## src/rtl/dnc_matrix_vector_stream_if.sv

```systemverilog
// dnc_matrix_vector_stream_if: start/ready control, X/W/B input streams and Y result stream
interface dnc_matrix_vector_stream_if #(
    parameter int DATA_SIZE = 32,
    parameter int CONTROL_SIZE = 16
);
    logic start;
    logic ready;
    logic [CONTROL_SIZE-1:0] size_i;
    logic [CONTROL_SIZE-1:0] size_j;
    logic x_en;
    logic signed [DATA_SIZE-1:0] x_data;
    logic x_ack;
    logic w_en;
    logic signed [DATA_SIZE-1:0] w_data;
    logic w_ack_j;
    logic w_ack_i;
    logic b_en;
    logic signed [DATA_SIZE-1:0] b_data;
    logic b_ack;
    logic y_en;
    logic signed [DATA_SIZE-1:0] y_data;
    logic overflow;
    modport master (
        output start, size_i, size_j, x_en, x_data, w_en, w_data, b_en, b_data,
        input ready, x_ack, w_ack_j, w_ack_i, b_ack, y_en, y_data, overflow
    );
    modport slave (
        input start, size_i, size_j, x_en, x_data, w_en, w_data, b_en, b_data,
        output ready, x_ack, w_ack_j, w_ack_i, b_ack, y_en, y_data, overflow
    );
endinterface

```

## src/rtl/dnc_matrix_vector_stream.sv

```systemverilog
// dnc_matrix_vector_stream: streaming Y[i] = B[i] + sum_j W[i][j]*X[j]; define DNC_MATRIX_VECTOR_STREAM_SATURATION_EN for saturating arithmetic
module dnc_matrix_vector_stream #(
    parameter int DATA_SIZE = 32,
    parameter int CONTROL_SIZE = 16,
    parameter int MAX_J = 64
) (
    input logic clk,
    input logic rst,
    dnc_matrix_vector_stream_if.slave bus
);
    localparam int JW = MAX_J > 1 ? $clog2(MAX_J) : 1;
    localparam logic [CONTROL_SIZE-1:0] J_MAX = CONTROL_SIZE'(MAX_J);
    localparam logic [CONTROL_SIZE-1:0] ONE = CONTROL_SIZE'(1);
    typedef enum logic [2:0] {IDLE, LOAD_X, ROW_BIAS, ROW_MAC, ROW_OUT, DONE} state_t;
    state_t state;
    logic [CONTROL_SIZE-1:0] n_i;
    logic [CONTROL_SIZE-1:0] n_j;
    logic [CONTROL_SIZE-1:0] i;
    logic [CONTROL_SIZE-1:0] j;
    logic [CONTROL_SIZE-1:0] j_clamp;
    logic last_j;
    logic signed [DATA_SIZE-1:0] acc;
    logic signed [DATA_SIZE-1:0] xbuf [MAX_J];
    logic signed [DATA_SIZE-1:0] xr;
    logic signed [DATA_SIZE-1:0] sum;
    logic mac_ovf;
    logic ovf;
    assign j_clamp = bus.size_j > J_MAX ? J_MAX : bus.size_j;
    assign last_j = j == n_j - ONE;
    assign xr = xbuf[j[JW-1:0]];
    assign bus.overflow = ovf;
`ifdef DNC_MATRIX_VECTOR_STREAM_SATURATION_EN
    localparam logic signed [DATA_SIZE-1:0] S_MAX = {1'b0, {(DATA_SIZE-1){1'b1}}};
    localparam logic signed [DATA_SIZE-1:0] S_MIN = {1'b1, {(DATA_SIZE-1){1'b0}}};
    logic [2*DATA_SIZE-1:0] prod;
    logic signed [DATA_SIZE-1:0] term;
    logic [DATA_SIZE:0] wide;
    logic p_ovf;
    logic s_ovf;
    // saturate the full product first, then saturate the accumulation
    always_comb begin
        prod = {{DATA_SIZE{bus.w_data[DATA_SIZE-1]}}, bus.w_data} * {{DATA_SIZE{xr[DATA_SIZE-1]}}, xr};
        p_ovf = |prod[2*DATA_SIZE-1:DATA_SIZE-1] && !(&prod[2*DATA_SIZE-1:DATA_SIZE-1]);
        term = p_ovf ? (prod[2*DATA_SIZE-1] ? S_MIN : S_MAX) : prod[DATA_SIZE-1:0];
        wide = {acc[DATA_SIZE-1], acc} + {term[DATA_SIZE-1], term};
        s_ovf = wide[DATA_SIZE] != wide[DATA_SIZE-1];
        sum = s_ovf ? (wide[DATA_SIZE] ? S_MIN : S_MAX) : wide[DATA_SIZE-1:0];
        mac_ovf = p_ovf | s_ovf;
    end
`else
    // wrap-around multiply-accumulate: low DATA_SIZE bits of product and sum
    always_comb begin
        sum = acc + bus.w_data * xr;
        mac_ovf = 1'b0;
    end
`endif
    // X buffer: written only while loading, contents need no reset
    always_ff @(posedge clk)
        if (state == LOAD_X && bus.x_en) xbuf[j[JW-1:0]] <= bus.x_data;
    // control FSM with registered handshake pulses, result and overflow flag
    always_ff @(posedge clk or posedge rst) begin
        if (rst) begin
            state <= IDLE;
            n_i <= '0;
            n_j <= '0;
            i <= '0;
            j <= '0;
            acc <= '0;
            ovf <= 1'b0;
            bus.ready <= 1'b0;
            bus.x_ack <= 1'b0;
            bus.w_ack_j <= 1'b0;
            bus.w_ack_i <= 1'b0;
            bus.b_ack <= 1'b0;
            bus.y_en <= 1'b0;
            bus.y_data <= '0;
        end else begin
            bus.ready <= 1'b0;
            bus.x_ack <= 1'b0;
            bus.w_ack_j <= 1'b0;
            bus.w_ack_i <= 1'b0;
            bus.b_ack <= 1'b0;
            bus.y_en <= 1'b0;
            case (state)
                IDLE: if (bus.start && !bus.ready) begin
                    n_i <= bus.size_i;
                    n_j <= j_clamp;
                    i <= '0;
                    j <= '0;
                    ovf <= 1'b0;
                    state <= bus.size_i == '0 ? DONE : (j_clamp == '0 ? ROW_BIAS : LOAD_X);
                end
                LOAD_X: if (bus.x_en) begin
                    bus.x_ack <= 1'b1;
                    j <= last_j ? '0 : j + ONE;
                    if (last_j) state <= ROW_BIAS;
                end
                ROW_BIAS: if (bus.b_en) begin
                    acc <= bus.b_data;
                    bus.b_ack <= 1'b1;
                    state <= n_j == '0 ? ROW_OUT : ROW_MAC;
                end
                ROW_MAC: if (bus.w_en) begin
                    acc <= sum;
                    ovf <= ovf | mac_ovf;
                    bus.w_ack_j <= 1'b1;
                    bus.w_ack_i <= last_j;
                    j <= last_j ? '0 : j + ONE;
                    if (last_j) state <= ROW_OUT;
                end
                ROW_OUT: begin
                    bus.y_data <= acc;
                    bus.y_en <= 1'b1;
                    i <= i + ONE;
                    j <= '0;
                    state <= i + ONE < n_i ? ROW_BIAS : DONE;
                end
                DONE: begin
                    bus.ready <= 1'b1;
                    state <= IDLE;
                end
                default: state <= IDLE;
            endcase
        end
    end
endmodule
```

## src/flat_wrapper.sv

```systemverilog
// flat-port wrapper written by rule: the top's interface ports become plain ports
module dnc_matrix_vector_stream_flat 
#(
    parameter int DATA_SIZE = 32,
    parameter int CONTROL_SIZE = 16,
    parameter int MAX_J = 64
)
  (clk, rst, bus_start, bus_size_i, bus_size_j, bus_x_en, bus_x_data, bus_w_en, bus_w_data, bus_b_en, bus_b_data, bus_ready, bus_x_ack, bus_w_ack_j, bus_w_ack_i, bus_b_ack, bus_y_en, bus_y_data, bus_overflow);
  dnc_matrix_vector_stream_if #(.DATA_SIZE(DATA_SIZE), .CONTROL_SIZE(CONTROL_SIZE)) bus_i ();
  input logic clk;
  input logic rst;
  input wire logic [$bits(bus_i.start)-1:0] bus_start;
  input wire logic [$bits(bus_i.size_i)-1:0] bus_size_i;
  input wire logic [$bits(bus_i.size_j)-1:0] bus_size_j;
  input wire logic [$bits(bus_i.x_en)-1:0] bus_x_en;
  input wire logic [$bits(bus_i.x_data)-1:0] bus_x_data;
  input wire logic [$bits(bus_i.w_en)-1:0] bus_w_en;
  input wire logic [$bits(bus_i.w_data)-1:0] bus_w_data;
  input wire logic [$bits(bus_i.b_en)-1:0] bus_b_en;
  input wire logic [$bits(bus_i.b_data)-1:0] bus_b_data;
  output wire logic [$bits(bus_i.ready)-1:0] bus_ready;
  output wire logic [$bits(bus_i.x_ack)-1:0] bus_x_ack;
  output wire logic [$bits(bus_i.w_ack_j)-1:0] bus_w_ack_j;
  output wire logic [$bits(bus_i.w_ack_i)-1:0] bus_w_ack_i;
  output wire logic [$bits(bus_i.b_ack)-1:0] bus_b_ack;
  output wire logic [$bits(bus_i.y_en)-1:0] bus_y_en;
  output wire logic [$bits(bus_i.y_data)-1:0] bus_y_data;
  output wire logic [$bits(bus_i.overflow)-1:0] bus_overflow;
  assign bus_i.start = bus_start;
  assign bus_i.size_i = bus_size_i;
  assign bus_i.size_j = bus_size_j;
  assign bus_i.x_en = bus_x_en;
  assign bus_i.x_data = bus_x_data;
  assign bus_i.w_en = bus_w_en;
  assign bus_i.w_data = bus_w_data;
  assign bus_i.b_en = bus_b_en;
  assign bus_i.b_data = bus_b_data;
  assign bus_ready = bus_i.ready;
  assign bus_x_ack = bus_i.x_ack;
  assign bus_w_ack_j = bus_i.w_ack_j;
  assign bus_w_ack_i = bus_i.w_ack_i;
  assign bus_b_ack = bus_i.b_ack;
  assign bus_y_en = bus_i.y_en;
  assign bus_y_data = bus_i.y_data;
  assign bus_overflow = bus_i.overflow;
  dnc_matrix_vector_stream #(.DATA_SIZE(DATA_SIZE), .CONTROL_SIZE(CONTROL_SIZE), .MAX_J(MAX_J)) u_core (.clk(clk), .rst(rst), .bus(bus_i));
endmodule
```

## config.mk

```make
export PLATFORM = sky130hd
export DESIGN_NAME = dnc_matrix_vector_stream_flat
export DESIGN_NICKNAME = d
export VERILOG_FILES = /design/src/rtl/dnc_matrix_vector_stream_if.sv /design/src/rtl/dnc_matrix_vector_stream.sv /design/src/flat_wrapper.sv
export SDC_FILE = /design/constraint.sdc
export NUM_CORES = 2
export LEC_CHECK = 0
export CAP_MARGIN = 0
export CORE_UTILIZATION = 45
export DETAILED_ROUTE_END_ITERATION = 8
export MAX_ROUTING_LAYER = met4
export PLACE_DENSITY_LB_ADDON = 0.3
export SYNTH_ARGS = -nofsm -noshare
export SYNTH_HDL_FRONTEND = slang
export SYNTH_SLANG_ARGS = --single-unit
```

## constraint.sdc

```tcl
create_clock -name clk -period 8.8 [get_ports clk]
set_input_delay 1.32 -clock clk [delete_from_list [all_inputs] [get_ports clk]]
set_output_delay 1.32 -clock clk [all_outputs]
set_load 0.01 [all_outputs]
```

Word level (Yosys, flattened, before mapping)
Memories as Yosys holds them, arrays and structs flattened.
Cells that the tools add are included.
- register bits after elaboration: 137
- bits in writable memories: 2048
- logic and storage cells: 81
- memories kept: 1
- add/sub/neg operators: 4
- multiply operators: 1
- magnitude comparators: 2
- eq/ne operators: 12
- mux-type cells: 33
- reductions and logical operators: 15
- memory list (memory ; depth ; width ; read ports ; clocked after memory_dff ; wr ports ; line ; text):
    u_core.xbuf ; 64 ; 32 ; 1 ; 0 ; 1 ; dnc_matrix_vector_stream.sv:23 ; logic signed [DATA_SIZE-1:0] xbuf [MAX_J];
- operator list (kind ; count):
    2-to-1 mux 16 bit ; 5
    2-to-1 mux 32 bit ; 2
    one-hot mux 16 bit (4 select lines) ; 1
    one-hot mux 32 bit (2 select lines) ; 1
    logical NOT 16 bit ; 3
    adder 16 x 1 -> 16 bit, second input constant ; 2
    adder 32 bit ; 1
    multiplier 32 x 32 -> 32 bit ; 1
    one-hot mux 16 bit (2 select lines) ; 1
    2-to-1 mux 3 bit ; 9
    equality test 16 bit ; 1
    greater-than comparator 16 x 7 -> 1 bit, second input constant ; 1
    less-than comparator 16 bit ; 1
    subtractor 16 x 1 -> 16 bit, second input constant ; 1
    one-hot mux 3 bit (5 select lines) ; 1
    2-to-1 mux 1 bit ; 12
    equality test 3 x 2 -> 1 bit, second input constant ; 2
    equality test 3 bit, second input constant ; 2
    inequality test 2 x 1 -> 1 bit, second input constant ; 3
    inequality test 2 bit, second input constant ; 3
    AND reduction 6 bit ; 1
    AND reduction 2 bit ; 2
    AND reduction 4 bit ; 1
    nonzero test 2 bit ; 2
    7 further kinds ; 8

Longest topological paths before layout
- word-level depth: 7
- gate-level depth with buffers: 49

Least setup slack after synthesis
Ideal clock, no wire load.
- kind: flip-flop to flip-flop
- start: register u_core.j[2]
- end: register u_core.acc[31]
- setup time: 73 ps
- arrival time: 9409 ps
- required time: 8727 ps
- slack: -682 ps
- stages on the path, launching flop included: 42
- path buffers: 11
- clock period less this slack: 9482 ps
- cell sequence: dfrtp_1 > buf_2 > buf_4 > buf_2 > buf_2 > buf_4 > buf_4 > buf_2 > buf_2 > buf_2 > mux4_2 > mux2i_1 > o22ai_1 > nor2_1 > o211ai_1 > o21bai_1 > clkbuf_1 > clkbuf_1 > (+6 left out) > fa_1 > fa_1 > fa_1 > fa_1 > xnor2_1 > xnor2_1 > xnor2_1 > xnor2_1 > xnor2_1 > xnor2_1 > xnor2_1 > xnor2_1 > xnor2_1 > xnor3_1 > xnor3_1 > xnor2_1 > nand2_1 > a21oi_2
- longest elaborated chain between the ends: 5
- RTL lines (item ; line ; text):
    from (decl) ; dnc_matrix_vector_stream.sv:19 ; logic [CONTROL_SIZE-1:0] j;
    from (signal assigned) ; dnc_matrix_vector_stream.sv:95 ; j <= last_j ? '0 : j + ONE;
    from (signal assigned) ; dnc_matrix_vector_stream.sv:108 ; j <= last_j ? '0 : j + ONE;
    memory (64 x 32 bit) ; -- ;
    multiplier 32 x 32 -> 32 bit ; dnc_matrix_vector_stream.sv:53 ; sum = acc + bus.w_data * xr;
    adder 32 bit ; dnc_matrix_vector_stream.sv:53 ;
    2-to-1 mux 32 bit ; dnc_matrix_vector_stream.sv:103 ; ROW_MAC: if (bus.w_en) begin
    one-hot mux 32 bit (2 select lines) ; dnc_matrix_vector_stream.sv:84 ; case (state)
    to (signal assigned) ; dnc_matrix_vector_stream.sv:99 ; acc <= bus.b_data;
    to (signal assigned) ; dnc_matrix_vector_stream.sv:104 ; acc <= sum;
    to (decl) ; dnc_matrix_vector_stream.sv:22 ; logic signed [DATA_SIZE-1:0] acc;
Every way passes these cells. The select of a mux whose other input is x is not followed.
A chain may end at the register's enable or synchronous reset.

Final worst setup path
- start: register u_core.j[0]
- end: register u_core.acc[31]
The elaborated chain is that of the path after synthesis.

==> results.md <==
* Status: complete, but fails checks
* Failing checks: negative setup slack
* CP endpoint kind: flop
* Slew Viols, Final at 0
* Clock transition at the registers of the reported paths at 80 ps
* Vias per inst at ~6.2
* Overall via count from detail_route at 67900
* Pin count of the biggest net entering global routing at 80
* Mux contribution to synthesized area at 7.50%
* RSZ-0062 raised after global routing: yes
* Die area at 230000 um^2
* Hpwl dp at ~230000 um
* Area share of fa/ha/maj cells after synthesis at 10.6%
* Syn_area_per_cell at 15.2 um^2
* Max FO, Critical Path at 7
* Hold Crit Class: flop to flop
* Relative slew slack at 5.59%
* Arr. time, crit path at slightly above 10000 ps
* Most instantiated cells after synthesis: 2048 x edfxtp_1, 569 x inv_1, 487 x nand2_1
* Layout cells sized above 1 at approximately a quarter
* Worst hold slack at 477 ps
* Clock skew at 63.0 ps
* DRC errors left at 0
* CTS H-tree lvls at 4
* Async S/R FF share, synth at 6.27%
* CP Data Required Time at 9620 ps
* Synth top area share at 59.9%
* Row Count at 175
* Achievable clock frequency at 0.107 GHz
* EDFF count, synth at 2048
* Port-buffer cells at around 170
* Synth Warn # at 0
* Synth cell types at 87
* Antenna-violating nets left at 0
* Hold-fix buffers at CTS at 0
* Drt first pass iters at 7
* Die width at 480 um
* Die height at 480 um
* Primary FF master, synth: edfxtp_1
* Final WL at 360000 um
* Fin. Hold Viols at 0
* Crit path launch type: flop
* Worst Slack Setup Final at -530 ps
* GR Overflow Total at 0
* Least-Margin Pin Slew at 1410 ps
* Slowest cell on the critical path: fa_1
* Initial antenna violation count at 15
* Top post-synthesis cells by area: edfxtp_1 60%, fa_1 8.5%, mux4_2 3.7%, dfrtp_1 3.3%, mux2i_1 2.3%
* Crit Path Category: flop to flop
* XOR/XNOR Fraction of Synth Area at under 10%
* Flops & latches, synth at 2185
* Cts bufs inserted at 218
* Effective utilization at floorplan at 45.2%
* Most used cell, CP: xnor2_1
* Iteration-0 DRC Markers at between 10000 and 15000
* Root Driver: clkbuf_16
* Mapped Area at 103000 um^2
* Global-route wire length before repair at 501000 um
* Synth Instances at 6760
* Avg WL per Cell at ~33 um
* CP max stage delay at about 500 ps
* Placeable Area at 227000 um^2
* Clock buffer depth at 3
* CTS tree: yes
* Placer Congestion at 0.970
* Post-Place Setup Slack at -1390 ps
* Final net count at about 8500
* Worst-skew pair later-pin latency at 910 ps
* Clock sinks at approximately 2200
* Max_cap viols at 0
* Area Overhead vs Synth at 21.9%
* Leading area contributor after synthesis: edfxtp_1
* GRT Util Overall at 31.9%
* Largest family of logic cells by synthesized area: adder cells
* Synth Net Count at ~7500
* Cell with the most instances after synthesis: edfxtp_1
* Vias in the first global route at 66800
* Simple-Gate Fraction of Synth Area at 5.92%
* Final period util at 106%
* Compound-Gate Fraction of Synth Area at 7.44%
* Io pins at roughly 170
* Fin util at 55.1%
* Sequential-to-total area share from yosys stat at 63.2%
* Clock period minus final worst setup slack at 9330 ps
* Endpoints failing setup at 11
timing repair:
item	CTS	global route
resized for setup	276	142
cloned	12	0
setup endpoints to repair	17	17
pin swaps	108	112
buffers inserted	101	26
cells by family (layout without fill, tap and decap cells):
kind of cell	Yosys count	in the layout
DFF	2185	2185
buffers and inverters	975	2158
other	1	18
adders and majority gates	607	607
AOI/OAI and AO/OA	1079	1079
and+or+nand+nor	1246	1246
xor gates and xnor gates	126	126
muxes	541	541
sequential cells by signal (all words and copies together), names as in the netlist:
register            count
u_core.bus.w_ack_i      1
u_core.bus.b_ack        1
u_core.j               16
u_core.state            3
u_core.bus.ready        1
u_core.bus.y_en         1
u_core.bus.x_ack        1
u_core.xbuf          2048
u_core.n_i             16
u_core.bus.y_data      32
u_core.acc             32
u_core.i               16
u_core.n_j             16
u_core.bus.w_ack_j      1
through the flow:
stage	instance area, um^2	instances	setup TNS, ps
floorplan	103000	6760	-548
global placement	115000	10400	-10580
detailed placement	115000	10400	-11160
CTS	124000	10900	-3360
global route	125000	11000	-6400
finish	125000	11000	-4180
routing by layer:
layer | vias to the layer above | wire length (um) | part of all wire, % | track usage, %
met3 | 1138 | 45300 | 13 | 8.55
met4 | 0 | 20900 | 5.8 | 15.7
met5 | - | 0 | 0 | -
met2 | 5030 | 163000 | 45 | 47.8
met1 | 34700 | 131000 | 36 | 40.2
li1 | 27100 | - | - | -
cell type report:
cell class                      count  area, um^2
Timing Repair Buffer             1190       11800
Clock inverter                    110        1050
Multi-Input combinational cell   3600       35600
Sequential cell                  2185       64900
Tap cell                         3009        3760
Antenna cell                       17        42.5
Fill cell                       17700      102000
Inverter                          571        2160
Clock buffer                      287        5830
final timing paths:
kind / end / slack [ps] / cells past startpoint / start
worst min register to register: u_core.n_i[0] / 480 / 2 / u_core.n_i[0]
worst max register to register: u_core.acc[31] / -530 / 37 / u_core.j[0]
min in group asynchronous: u_core.bus.y_en / 980 / 2 / rst
max in group asynchronous: u_core.acc[24] / 6470 / 3 / rst
worst max-delay path: u_core.acc[31] / -530 / 37 / u_core.j[0]
worst min-delay path: u_core.n_i[0] / 480 / 2 / u_core.n_i[0]
cells in the final DEF, fill, tap and decap left out, types with 140 or more instances in the layout:
master,n
o21ai_0,169
edfxtp_1,2048
fa_1,409
nand2_1,479
nor2_1,143
buf_4,797
inv_1,542
buf_12,152
mux2i_1,227
a21oi_1,140
clkbuf_16,219
and2_1,158
a221oi_1,163
mux4_2,168
nor2b_1,144
critical path, delay by kind of cell, from the launching register on:
| family | cells | cell delay, ps |
|---|---|---|
| adders and majority gates | 8 | 3690 |
| muxes | 1 | 470 |
| DFF | 1 | 500 |
| buffers and inverters | 10 | 1390 |
| and+or+nand+nor | 3 | 290 |
| xor gates and xnor gates | 12 | 2050 |
| AOI/OAI and AO/OA | 3 | 810 |
Power is left out: the tool's default activity adds up to more than one toggle a clock period on the data nets, which glitch-free logic cannot reach.
